**src/rtl/mem_bus_arbiter.sv**
```systemverilog
// mem_bus_arbiter
//   Shares one single-port synchronous memory between two masters
//   (m0 = instruction fetch, m1 = data).
//   - Grants requests round-robin.
//   - Tracks the one access in flight.
//   - Returns the response strobe and read data to the master that owns
//     that access.
//
// Ports
//   clk, rst             clock; asynchronous active-high reset
//   mX_req/we/addr/      master X request. Held stable until mX_gnt.
//     wdata/be
//   mX_gnt               master X request accepted this cycle
//   mX_rvalid            response strobe for master X (reads and writes)
//   mX_rdata             read data; zero for writes and when idle
//   mem_en/we/addr/      memory access, driven only in the grant cycle
//     wdata/be
//   mem_rdata            memory read data, valid MEM_LAT cycles after mem_en
module mem_bus_arbiter #(
  parameter int AW      = 32,
  parameter int DW      = 32,
  parameter int MEM_LAT = 1
) (
  input  logic            clk,
  input  logic            rst,
  input  logic            m0_req,
  input  logic            m0_we,
  input  logic [AW-1:0]   m0_addr,
  input  logic [DW-1:0]   m0_wdata,
  input  logic [DW/8-1:0] m0_be,
  output logic            m0_gnt,
  output logic            m0_rvalid,
  output logic [DW-1:0]   m0_rdata,
  input  logic            m1_req,
  input  logic            m1_we,
  input  logic [AW-1:0]   m1_addr,
  input  logic [DW-1:0]   m1_wdata,
  input  logic [DW/8-1:0] m1_be,
  output logic            m1_gnt,
  output logic            m1_rvalid,
  output logic [DW-1:0]   m1_rdata,
  output logic            mem_en,
  output logic            mem_we,
  output logic [AW-1:0]   mem_addr,
  output logic [DW-1:0]   mem_wdata,
  output logic [DW/8-1:0] mem_be,
  input  logic [DW-1:0]   mem_rdata
);

  logic       busy_q, busy_d;
  logic [2:0] cnt_q, cnt_d;
  logic       owner_q, owner_d;
  logic       owner_we_q, owner_we_d;
  logic       prio_q, prio_d;

  logic can_issue;
  logic gnt0, gnt1;

  // A new access may start in the cycle where the previous one responds.
  // This is what allows one access per cycle when MEM_LAT=1.
  assign can_issue = !busy_q || (cnt_q == 3'd1);

  // When both masters request, prio_q picks the winner (0 means m0).
  // Grants are forced low while rst is high, so no grant can happen in reset.
  assign gnt0 = !rst && can_issue && m0_req && (!m1_req || !prio_q);
  assign gnt1 = !rst && can_issue && m1_req && (!m0_req ||  prio_q);

  assign m0_gnt = gnt0;
  assign m1_gnt = gnt1;
  assign mem_en = gnt0 | gnt1;

  always_comb begin
    mem_we    = 1'b0;
    mem_addr  = '0;
    mem_wdata = '0;
    mem_be    = '0;
    if (gnt0) begin
      mem_we    = m0_we;
      mem_addr  = m0_addr;
      mem_wdata = m0_wdata;
      mem_be    = m0_be;
    end else if (gnt1) begin
      mem_we    = m1_we;
      mem_addr  = m1_addr;
      mem_wdata = m1_wdata;
      mem_be    = m1_be;
    end
  end

  always_comb begin
    busy_d     = busy_q;
    cnt_d      = cnt_q;
    owner_d    = owner_q;
    owner_we_d = owner_we_q;
    prio_d     = prio_q;
    if (gnt0 || gnt1) begin
      busy_d     = 1'b1;
      cnt_d      = 3'(MEM_LAT);
      owner_d    = gnt1;
      owner_we_d = gnt1 ? m1_we : m0_we;
      prio_d     = gnt0;  // the master that lost gets priority next time
    end else if (busy_q) begin
      cnt_d = cnt_q - 3'd1;
      if (cnt_q == 3'd1) busy_d = 1'b0;
    end
  end

  always_ff @(posedge clk or posedge rst) begin
    if (rst) begin
      busy_q     <= 1'b0;
      cnt_q      <= 3'd0;
      owner_q    <= 1'b0;
      owner_we_q <= 1'b0;
      prio_q     <= 1'b0;
    end else begin
      busy_q     <= busy_d;
      cnt_q      <= cnt_d;
      owner_q    <= owner_d;
      owner_we_q <= owner_we_d;
      prio_q     <= prio_d;
    end
  end

  // The response fires in the last cycle of the in-flight access.
  assign m0_rvalid = busy_q && (cnt_q == 3'd1) && !owner_q;
  assign m1_rvalid = busy_q && (cnt_q == 3'd1) &&  owner_q;
  assign m0_rdata  = (m0_rvalid && !owner_we_q) ? mem_rdata : '0;
  assign m1_rdata  = (m1_rvalid && !owner_we_q) ? mem_rdata : '0;

endmodule
```
**config.mk**
```make
export PLATFORM = sky130hd
export DESIGN_NAME = mem_bus_arbiter
export DESIGN_NICKNAME = d
export VERILOG_FILES = /design/src/rtl/mem_bus_arbiter.sv
export SDC_FILE = /design/constraint.sdc
export NUM_CORES = 1
export LEC_CHECK = 0
export CAP_MARGIN = 30
export CORE_AREA = 3 3 120 122
export CTS_BUF_LIST = sky130_fd_sc_hd__clkbuf_4 sky130_fd_sc_hd__clkbuf_8
export DETAILED_ROUTE_END_ITERATION = 6
export DIE_AREA = 0 0 123 125
export PLACE_DENSITY = 0.71
export SLEW_MARGIN = 20
export SYNTH_ARGS = -nofsm -noshare
export SYNTH_HDL_FRONTEND = slang
export SYNTH_SLANG_ARGS = --single-unit
export TNS_END_PERCENT = 10
```
**constraint.sdc**
```tcl
create_clock -name clk -period 1.9 [get_ports clk]
set_clock_uncertainty 0.15 [all_clocks]
set_input_delay 0.38 -clock clk [delete_from_list [all_inputs] [get_ports clk]]
set_output_delay 0.38 -clock clk [all_outputs]
set_load 0.05 [all_outputs]
```
==> key figures <==
Critical path
  • Element type at the critical path end: output pin
  • Max stage delay cell, worst path: dfrtp_1
  • Crit path kind: flip-flop to output pin
  • Critical Path, Cell by Cell: inv_2 > ha_4 > nand2_4 > nor4b_4 > buf_6 > clkbuf_16 > and2_4 > buf_12
  • Critical Path Max Stage Delay: 0.39 ns
  • Arrival @ worst endpoint: 1.84 ns
  • CP startpoint kind: flip-flop
  • Crit path max fanout: 8
  • CP Buf/Inv Count: 4
  • Worst EP required: 1.37 ns
  • CP top delay family: buffers and inverters

Pwr
  • Pint: 3130 uW
  • Sequential power share: 0.051
  • Comb power frac: 0.914
  • Power Density: 780 nW/um2
  • Sw Share: 0.503
  • LEAKAGE: 0.00302 uW
  • Worst VDD drop: 0.000409 V
  • Switching pwr: 3170 uW
  • Clock Power Share: 0.035

CTS
  • Worst-path clk slew: 0.04 ns
  • CTS Buffer Depth: 2
  • Worst-skew pair later-pin latency: 0.22 ns
  • Clock buffers created by TritonCTS: 3
  • CTS Sinks: 7
  • H-Tree Depth: 1
  • Root buffer cell: clkbuf_8
  • Cts hold-fix bufs: 0
  • CTS tree: yes

Logic synthesis
  • Top_reg_cell synth: dfrtp_1
  • Net Count, Synth: 528
  • Synth Instances: 352
  • Synth cell types: 34
  • Syn Std Cell Area: 2370 um2
  • Async set-reset flop share out of synthesis: 1.00
  • Post-synth EDFFs: 0
  • Synth Warn #: 0
  • Seq/Total Area, Yosys: 0.0738
  • Syn Area/Cell: 6.75 um2
  • FF+latch count, synth: 7

Floorplan
  • Num ports: 312
  • Core area: 13300 um2
  • Site Rows: 42
  • Die Wd: 123 um
  • Die area: 15400 um2
  • Die span in y: 125 um
  • Initial Util: 0.179

STA
  • RSZ-0062 raised after global routing: true
  • Final hold violations: 0
  • PnR worst setup slack: -0.472 ns
  • Setup_tns: -48.21 ns
  • Rel. slew slack: 0.816
  • Final setup violating endpoints: 138
  • Period utilization: 1.25
  • Fin. max-slew vios: 0
  • Peak Freq: 422 MHz
  • Minimum clock period: 2.37 ns
  • Worst-Margin Slew: 0.274 ns

Routing
  • Vias: 3908
  • Remaining DRCs: 0
  • WL/cell: 19.4 um
  • First-pass DRT Iterations: 4
  • Iteration-0 DRC Markers: 133
  • Total Routed Length: 16500 um
  • Vias per Instance: 4.59
  • Post-DRT Antenna Nets: 0

Placement
  • DP Area: 7250 um2
  • Post-DP HPWL: 12500 um
  • Dpl cells: 831
  • Gpl congestion: 0.844
  • Port-buffer cells: 311

GRT
  • Initial antenna violation count: 0
  • Vias in the first global route: 4368
  • Total Routing Usage GR: 0.195
  • Global-route wire length before repair: 23800 um
  • Grt ovf: 0
  • Largest net degree at the start of global routing: 48

Final layout
  • Fillers: 1031
  • Cell area after layout: 8080 um2
  • Final nets: 853
  • Number of antenna diodes: 0
  • Fin cells: 852
  • Area delta synth->final: 240%
  • Layout cells sized above 1: 0.503

Status
  • Failing checks: setup timing
  • Status: finished with violations

Min path
  • Worst min path class: input port to asynchronous set/reset pin

Run
  • Max Cap Viol: 0
[final cells by class]
class,instances,area (um2),area share
flip-flops and latches,7,175,0.0217
clock buffers,4,48.8,0.00604
multi-input cells,303,2460,0.305
repair buffers,358,5160,0.638
inverters,4,15.0,0.00186
well taps,176,220,0.0272
[sequential cells by signal, summed over array words and instances, names as in the netlist]
signal,count
owner_q,1
owner_we_q,1
busy_q,1
cnt_q,3
prio_q,1
[logic make-up after synthesis]
kind of cell	after synthesis	synth area share
AOI/OAI and AO/OA	80	0.295
xor gates and xnor gates	2	0.00738
adders and majority gates	2	0.0105
buffers and inverters	42	0.134
DFF	7	0.0738
and+or+nand+nor	219	0.479
[power groups by stage]
stage	Combinational [uW]	Clock [uW]	Sequential, uW
final	5760	224	320
after CTS	5650	228	318
after global routing	6000	244	326
after floorplan	2740	0	325
after global placement	4940	0	306
after detailed placement	5020	0	318
[layout by cell type, fill, tap and decap left out, types with 2 or more instances in the layout]
cell type          n
nor2_1             2
buf_4             22
nand3_1           69
nand2_1           72
clkbuf_8           3
and2_4            64
nand2b_1           2
buf_6              6
buf_12           148
clkdlybuf4s50_1  170
dfrtp_1            7
inv_1              3
a21oi_4           46
buf_16             5
nand2b_4           2
clkbuf_16          2
a21oi_2           25
[routing by layer]
layer  GRT usage  wire length, um  vias up
met1       0.193             5160     1814
met4      0.0580              438        0
li1            -                -     1829
met2       0.390             9230      235
met5           0                0        -
met3      0.0479             1690       30
[metrics by stage]
step	util	worst slack, ns	hold WS (ns)	power (uW)
final	0.608	-0.472	0.0317	6300
after global routing	0.608	-0.545	0.0657	6570
after CTS	0.595	-0.452	0.349	6200
after detailed placement	0.546	-0.525	0.436	5340
after global placement	0.546	-0.467	0.410	5250
after floorplan	-	-0.266	0.0334	3070
[path summary, 6_finish.rpt]
path / from / endpoint / slack (ns) / depth (start not counted)
min reg2reg: cnt_q[1] / cnt_q[1] / 0.44 / 2
max: cnt_q[1] / m1_rdata[7] / -0.47 / 8
min: rst / owner_q / 0.03 / 2
max reg2reg: cnt_q[1] / owner_q / 0.26 / 6
max in group asynchronous: rst / cnt_q[0] / 1.36 / 2
min in group clk: cnt_q[1] / cnt_q[1] / 0.44 / 2
[synth_stat cells (all sizes together) (2+ instances only)]
master / number / share of area
inv: 4 / 0.0063
nand2: 73 / 0.12
buf: 22 / 0.10
and2: 65 / 0.17
nand3: 69 / 0.15
a21oi: 71 / 0.26
clkbuf: 16 / 0.027
ha: 2 / 0.011
dfrtp: 7 / 0.074
nor2: 3 / 0.0058
nand2b: 4 / 0.014
o22a: 2 / 0.0079
[repair_timing]
| action | in CTS | in global routing |
|---|---|---|
| gates resized for setup | 79 | 34 |
| pin swaps | 33 | 21 |
| gates cloned | 6 | 3 |
| buffers inserted | 6 | 2 |
| endpoints found under the setup margin | 138 | 138 |
| hold endpoints to repair | 0 | 0 |
(Power assumes the default switching activity.)
